<file path="src/rtl/switch_pkg.sv">
// rtl/switch_pkg.sv - shared types and constants for the switch lookup stage
package switch_pkg;

  typedef enum logic [1:0] {
    UNICAST = 2'b00,
    FLOOD   = 2'b01,
    RUNT    = 2'b10,
    DROP    = 2'b11
  } status_e;

  typedef logic [1:0] port_t;

  typedef struct packed {
    logic       valid;
    logic [7:0] addr;
    port_t      port;
  } entry_t;

  localparam port_t      FLOOD_PORT = 2'b11;
  localparam logic [7:0] BCAST_ADDR = 8'hFF;

  function automatic logic [7:0] fmt_result(status_e s, port_t p);
    return {s, 4'b0000, p};
  endfunction

endpackage

</file>
<file path="src/rtl/lookup_port_fsm.sv">
// rtl/lookup_port_fsm.sv - per-port frame parser, learn request and result formatting
module lookup_port_fsm
  import switch_pkg::*;
#(
  parameter port_t PORT_ID = 2'd0
) (
  input  logic       clk,
  input  logic       reset,
  input  logic [7:0] data,
  input  logic       valid,
  input  logic       sop,
  input  logic       eop,
  input  logic       hit,
  input  port_t      hit_port,
  output logic [7:0] dest,
  output logic       learn_req,
  output logic [7:0] learn_addr,
  output logic [7:0] result,
  output logic       ramen
);

  typedef enum logic [1:0] {IDLE, DST, BODY} state_e;

  state_e     state, state_nxt;
  logic [7:0] dest_nxt;
  logic [7:0] result_nxt;
  logic       done, runt;

  always_comb begin
    state_nxt  = state;
    dest_nxt   = dest;
    learn_req  = 1'b0;
    learn_addr = data;
    done       = 1'b0;
    runt       = 1'b0;
    if (valid) begin
      // sop always restarts parsing, even mid-frame; the old frame is dropped silently
      if (sop && eop) begin
        runt      = 1'b1;
        state_nxt = IDLE;
      end else if (sop) begin
        dest_nxt  = data;
        state_nxt = DST;
      end else if (state == DST) begin
        learn_req = (data != BCAST_ADDR);
        done      = eop;
        state_nxt = eop ? IDLE : BODY;
      end else if (state == BODY && eop) begin
        done      = 1'b1;
        state_nxt = IDLE;
      end
    end
  end

  always_comb begin
    if (runt)
      result_nxt = fmt_result(RUNT, FLOOD_PORT);
    else if (dest == BCAST_ADDR || !hit)
      result_nxt = fmt_result(FLOOD, FLOOD_PORT);
    else if (hit_port == PORT_ID)
      result_nxt = fmt_result(DROP, hit_port);
    else
      result_nxt = fmt_result(UNICAST, hit_port);
  end

  always_ff @(posedge clk) begin
    if (reset) begin
      state  <= IDLE;
      dest   <= 8'h00;
      result <= 8'h00;
      ramen  <= 1'b0;
    end else begin
      state <= state_nxt;
      dest  <= dest_nxt;
      ramen <= done | runt;
      if (done | runt)
        result <= result_nxt;
    end
  end

endmodule

</file>
<file path="src/rtl/switch_lookup.sv">
// rtl/switch_lookup.sv - shared learned-address table, learn arbiter and three lookup ports
module switch_lookup
  import switch_pkg::*;
#(
  parameter int TABLE_DEPTH = 16
) (
  input  logic       clk,
  input  logic       reset,
  input  logic [7:0] data1,
  input  logic [7:0] data2,
  input  logic [7:0] data3,
  input  logic       valid1,
  input  logic       valid2,
  input  logic       valid3,
  input  logic       sop1,
  input  logic       sop2,
  input  logic       sop3,
  input  logic       eop1,
  input  logic       eop2,
  input  logic       eop3,
  output logic [7:0] result1,
  output logic [7:0] result2,
  output logic [7:0] result3,
  output logic       ramen1,
  output logic       ramen2,
  output logic       ramen3
);

  localparam int IW = $clog2(TABLE_DEPTH);

  logic [2:0][7:0] data_a, dest_a, laddr_a, result_a, eff_addr, pend_addr;
  logic [2:0]      valid_a, sop_a, eop_a, lreq_a, hit_a, ramen_a, pend_v, eff_v;
  port_t [2:0]     hit_port_a;
  entry_t          tbl [TABLE_DEPTH];
  port_t           rr_ptr, gnt, cand;
  logic            gnt_v, wr_hit, wr_inv;
  logic [7:0]      wr_addr;
  logic [IW-1:0]   hit_idx, inv_idx, wr_idx, repl_ptr;

  assign data_a  = {data3, data2, data1};
  assign valid_a = {valid3, valid2, valid1};
  assign sop_a   = {sop3, sop2, sop1};
  assign eop_a   = {eop3, eop2, eop1};
  assign {result3, result2, result1} = result_a;
  assign {ramen3, ramen2, ramen1}    = ramen_a;

  function automatic port_t next_port(port_t p);
    return (p == 2'd2) ? 2'd0 : p + 2'd1;
  endfunction

  for (genvar g = 0; g < 3; g++) begin : g_port
    lookup_port_fsm #(.PORT_ID(port_t'(g))) u_fsm (
      .clk        (clk),
      .reset      (reset),
      .data       (data_a[g]),
      .valid      (valid_a[g]),
      .sop        (sop_a[g]),
      .eop        (eop_a[g]),
      .hit        (hit_a[g]),
      .hit_port   (hit_port_a[g]),
      .dest       (dest_a[g]),
      .learn_req  (lreq_a[g]),
      .learn_addr (laddr_a[g]),
      .result     (result_a[g]),
      .ramen      (ramen_a[g])
    );
  end

  always_comb begin
    for (int p = 0; p < 3; p++) begin
      hit_a[p]      = 1'b0;
      hit_port_a[p] = 2'd0;
      for (int i = 0; i < TABLE_DEPTH; i++) begin
        if (tbl[i].valid && tbl[i].addr == dest_a[p]) begin
          hit_a[p]      = 1'b1;
          hit_port_a[p] = tbl[i].port;
        end
      end
    end
  end

  // A request arriving this cycle competes immediately so uncontended learns land a cycle early
  always_comb begin
    for (int p = 0; p < 3; p++) begin
      eff_v[p]    = pend_v[p] | lreq_a[p];
      eff_addr[p] = lreq_a[p] ? laddr_a[p] : pend_addr[p];
    end
  end

  always_comb begin
    gnt_v = 1'b0;
    gnt   = rr_ptr;
    cand  = rr_ptr;
    for (int i = 0; i < 3; i++) begin
      if (!gnt_v && eff_v[cand]) begin
        gnt_v = 1'b1;
        gnt   = cand;
      end
      cand = next_port(cand);
    end
  end

  always_comb begin
    wr_addr = eff_addr[gnt];
    wr_hit  = 1'b0;
    wr_inv  = 1'b0;
    hit_idx = '0;
    inv_idx = '0;
    for (int i = TABLE_DEPTH - 1; i >= 0; i--) begin
      if (tbl[i].valid && tbl[i].addr == wr_addr) begin
        wr_hit  = 1'b1;
        hit_idx = IW'(i);
      end
      if (!tbl[i].valid) begin
        wr_inv  = 1'b1;
        inv_idx = IW'(i);
      end
    end
    wr_idx = wr_hit ? hit_idx : (wr_inv ? inv_idx : repl_ptr);
  end

  always_ff @(posedge clk) begin
    if (reset) begin
      for (int i = 0; i < TABLE_DEPTH; i++)
        tbl[i] <= '0;
      pend_v    <= '0;
      pend_addr <= '0;
      rr_ptr    <= 2'd0;
      repl_ptr  <= '0;
    end else begin
      pend_v    <= eff_v;
      pend_addr <= eff_addr;
      if (gnt_v) begin
        pend_v[gnt] <= 1'b0;
        tbl[wr_idx] <= '{valid: 1'b1, addr: wr_addr, port: gnt};
        rr_ptr      <= next_port(gnt);
        if (!wr_hit && !wr_inv)
          repl_ptr <= repl_ptr + 1'b1;
      end
    end
  end

endmodule

</file>
<file path="config.mk">
export PLATFORM = sky130hd
export DESIGN_NAME = switch_lookup
export DESIGN_NICKNAME = d
export VERILOG_FILES = /design/src/rtl/switch_pkg.sv /design/src/rtl/lookup_port_fsm.sv /design/src/rtl/switch_lookup.sv
export SDC_FILE = /design/constraint.sdc
export NUM_CORES = 1
export LEC_CHECK = 0
export CAP_MARGIN = 40
export CORE_UTILIZATION = 30
export CTS_CLUSTER_DIAMETER = 100
export DETAILED_ROUTE_END_ITERATION = 6
export PLACE_DENSITY_LB_ADDON = 0.12
export SYNTH_ARGS = -nofsm -noshare
export SYNTH_HDL_FRONTEND = slang
export SYNTH_SLANG_ARGS = --single-unit
</file>
<file path="constraint.sdc">
create_clock -name clk -period 5.4 [get_ports clk]
set_input_delay 0.54 -clock clk [delete_from_list [all_inputs] [get_ports clk]]
set_output_delay 0.54 -clock clk [all_outputs]
set_load 0.03 [all_outputs]
</file>
==> metrics.cfg <==
[power_and_ir_drop]
p_clk_frac=0.380
finalPower_w=0.00609
combinationalPowerShare=0.241
cellPowerDensity_nw_per_um2=219
netSwitchingFraction=0.335
max-vdd-ir-drop_v=0.000188
power_leakage_nw=9.70
seq_power_share=0.379
internal-power_w=0.00405
switchingPower_w=0.00204

[cells_and_area]
nets=2848
design_area_um2=27700
areaGrowthSynthToFinish_pct=24.3
drive_gt1_frac=0.247
antenna_cells=0
utilization=0.378
most-common-layout-cells=buf_4 (426), xnor2_1 (347), edfxtp_1 (160)
layout_commonest_cell=buf_4

[grt]
grt_pass1_wl_um=165000
grt_overflow=0
grt_pass1_vias=21545
track_usage=0.308
antenna_found_initial=1
grt_max_degree=40

[logic_synthesis]
synthFlopType=edfxtp_1
synth_xor_area_frac=0.196
synth_compound_area_frac=0.156
avgSynthCellArea_um2=8.65
synth_mux_area_frac=0.0298
yosysTopAreaCell=edfxtp_1
ys_seq_area_frac=0.300
synth_top_family_by_area=simple AND/OR/NAND/NOR gates
synth_seq_cells=254
synthTopCellsByArea=edfxtp_1 (22%), xnor2_1 (14%), dfxtp_1 (8.4%)
async_reset_ff_frac=0
synth_edf_count=160
ys_warn_count=0
synthAdderAreaFrac=0.000561
synth.cell_area_um2=22300
yosys.area_share.simple=0.244
syn_inst=2581
yosys.cell_types.count=113
synth_top_area_share=0.215

[critical_path]
worst_ep_required_time_ps=5670
arrival_ps=5570
cp-end-kind=register
rrSetupSlack_ps=160
start_kind=input pin
reg2regPathDepth=20
worstPathMaxFanout=10
critPathKind=input pin to register

[clocking]
cts_tree=built
numCtsBuffers=36
cts_max_path_buffers=3
cts_sinks=254
root_buffer=clkbuf_16
clk_latency_ps=590
postCtsHoldBufs=0
path_clk_slew_ps=60
cts_max_level=2

[sta]
setup_tns_ps=0
finClkSkew_ps=38.2
period_needed_ps=5300
hold_viol=0
slew_headroom=0.339
fin_crit_sh=0.981
max_slew.worst_pin.slew_ps=984
setup_viol=0
maxSlewViolCount=0
setup_ws_ps=103
max_freq_ghz=0.189

[drt]
route.met2.wl_um=50200
top_layer_used=met5
met1_length_um=50100
drt-initial-drc-count=2460
ant_nets=0
wl_um=118000
dr.pass1.iters=7
dr_wl_met3_um=11000
viasPerCell=6.00
route.detailed.drc=7
routed-via-count=22792
wire_per_inst_um=31.1

[hold_path]
worstHoldPathType=input pin to register
holdPathStages=2

[run_status]
violations=design-rule violations
status=finished with violations

[placement]
pre_cts_ws_ps=-933
post_dp_cell_area_um2=26200
gp_congestion=1.06
hpwl_um=92100
io_buffers=49

[floorplanning]
die_w_um=275
die_area_um2=75500
dieHeight_um=275
initial_utilization=0.304
coreArea_um2=73300
io_pins=62
fp-row-count=99

[run]
maxCapViolCount=0

==> metrics by stage <==
step | hold slack [ps] | instances
after CTS | 372 | 3787
after floorplan | 453 | 2592
final | 380 | 3797
after global placement | 466 | 3718
after global routing | 394 | 3797
after detailed placement | 468 | 3721
==> flip-flops by register name (all words and copies together) (netlist names) <==
name,cells
g_port.u_fsm.state,6
g_port.u_fsm.result,12
tbl,176
pend_addr,24
repl_ptr,4
pend_v,3
rr_ptr,2
g_port.u_fsm.dest,24
g_port.u_fsm.ramen,3
==> per-layer routing <==
metal  track usage  up-vias
li1              -     9871
met1         0.414    11363
met2         0.462     1281
met3        0.0638      275
met4         0.166        2
met5             0        -
==> logic make-up (layout without fill, tap and decap cells) <==
family / Yosys count / in the layout
and+or+nand+nor: 905 / 905
AOI/OAI and AO/OA: 488 / 488
muxes: 63 / 63
other: 1 / 12
xor gates and xnor gates: 500 / 500
buffers and inverters: 369 / 615
adders and majority gates: 1 / 1
DFF: 254 / 254
==> synth_stat cells (all sizes together), types with 7 or more instances <==
| cell type | count |
|---|---|
| a31oi | 42 |
| nor3b | 34 |
| dfxtp | 94 |
| clkbuf | 180 |
| xnor2 | 347 |
| o211ai | 25 |
| o2bb2ai | 9 |
| o31ai | 20 |
| a21oi | 79 |
| o32ai | 30 |
| o32a | 9 |
| xor2 | 153 |
| or3 | 43 |
| or4 | 8 |
| o21ai | 117 |
| a21boi | 10 |
| buf | 143 |
| and2 | 17 |
| a221oi | 7 |
| nand2b | 9 |
| nor4b | 29 |
| nor2b | 15 |
| nor2 | 118 |
| a21o | 9 |
| o2111ai | 7 |
| nand2 | 128 |
| mux2i | 46 |
| edfxtp | 160 |
| nor3 | 164 |
| o22ai | 14 |
| nand4b | 7 |
| inv | 45 |
| or2 | 8 |
| nand4 | 80 |
| and3 | 17 |
| nand3 | 108 |
| nor4 | 103 |
| o21a | 7 |
| a32oi | 8 |
| mux2 | 17 |
| a211oi | 31 |
==> final cells by class <==
type                    instances  area (µm²)
inverters                      46         173
multi-input cells            1969       14400
fillers                      7441       45600
clock inverters                20         183
repair buffers                505        4210
flip-flops and latches        254        6690
well taps                     959        1200
clock buffers                  44         941
==> critical path, cell delays in order <==
cell and delay [ps]:
clkdlybuf4s50_1 480, and4_1 240, a31o_4 200, buf_4 120
nand3_1 130, o22a_2 310, buf_12 160, buf_4 150
and3_2 280, buf_4 170, or3_1 330, nand4_1 100
nor4_1 60, o211ai_1 350, nor4bb_4 370, buf_4 220
nand3_2 120, nor3_4 300, o211ai_1 130, buf_4 190
buf_4 160, o21ai_0 200, buf_4 220
==> final timing paths <==
check | startpoint | endpoint
setup reg to reg | g_port[2].u_fsm.state[0]$_SDFFE_PP0P_ | tbl[0][9]$_DFFE_PP_
hold / removal | reset | pend_addr[6]$_SDFF_PP0_
hold reg to reg | g_port[1].u_fsm.result[1]$_SDFFE_PP0P_ | g_port[1].u_fsm.result[1]$_SDFFE_PP0P_
setup / recovery | data1[4] | tbl[11][7]$_DFFE_PP_
==> power by group through the flow <==
stage / clock network (W) / registers, W / logic, W
floorplan: 0 / 0.00219 / 0.000836
global placement: 0 / 0.00234 / 0.00139
detailed placement: 0 / 0.00234 / 0.00140
CTS: 0.00235 / 0.00230 / 0.00142
global route: 0.00243 / 0.00231 / 0.00154
finish: 0.00231 / 0.00231 / 0.00147
==> what timing repair did <==
action                                 CTS  global route
setup endpoints to repair              218           313
gates resized for setup                 13            46
setup buffers                            2             6
gates cloned                             0             3
endpoints found under the hold margin    0             0
pin swaps                                3             6
(Power assumes the default switching activity.)
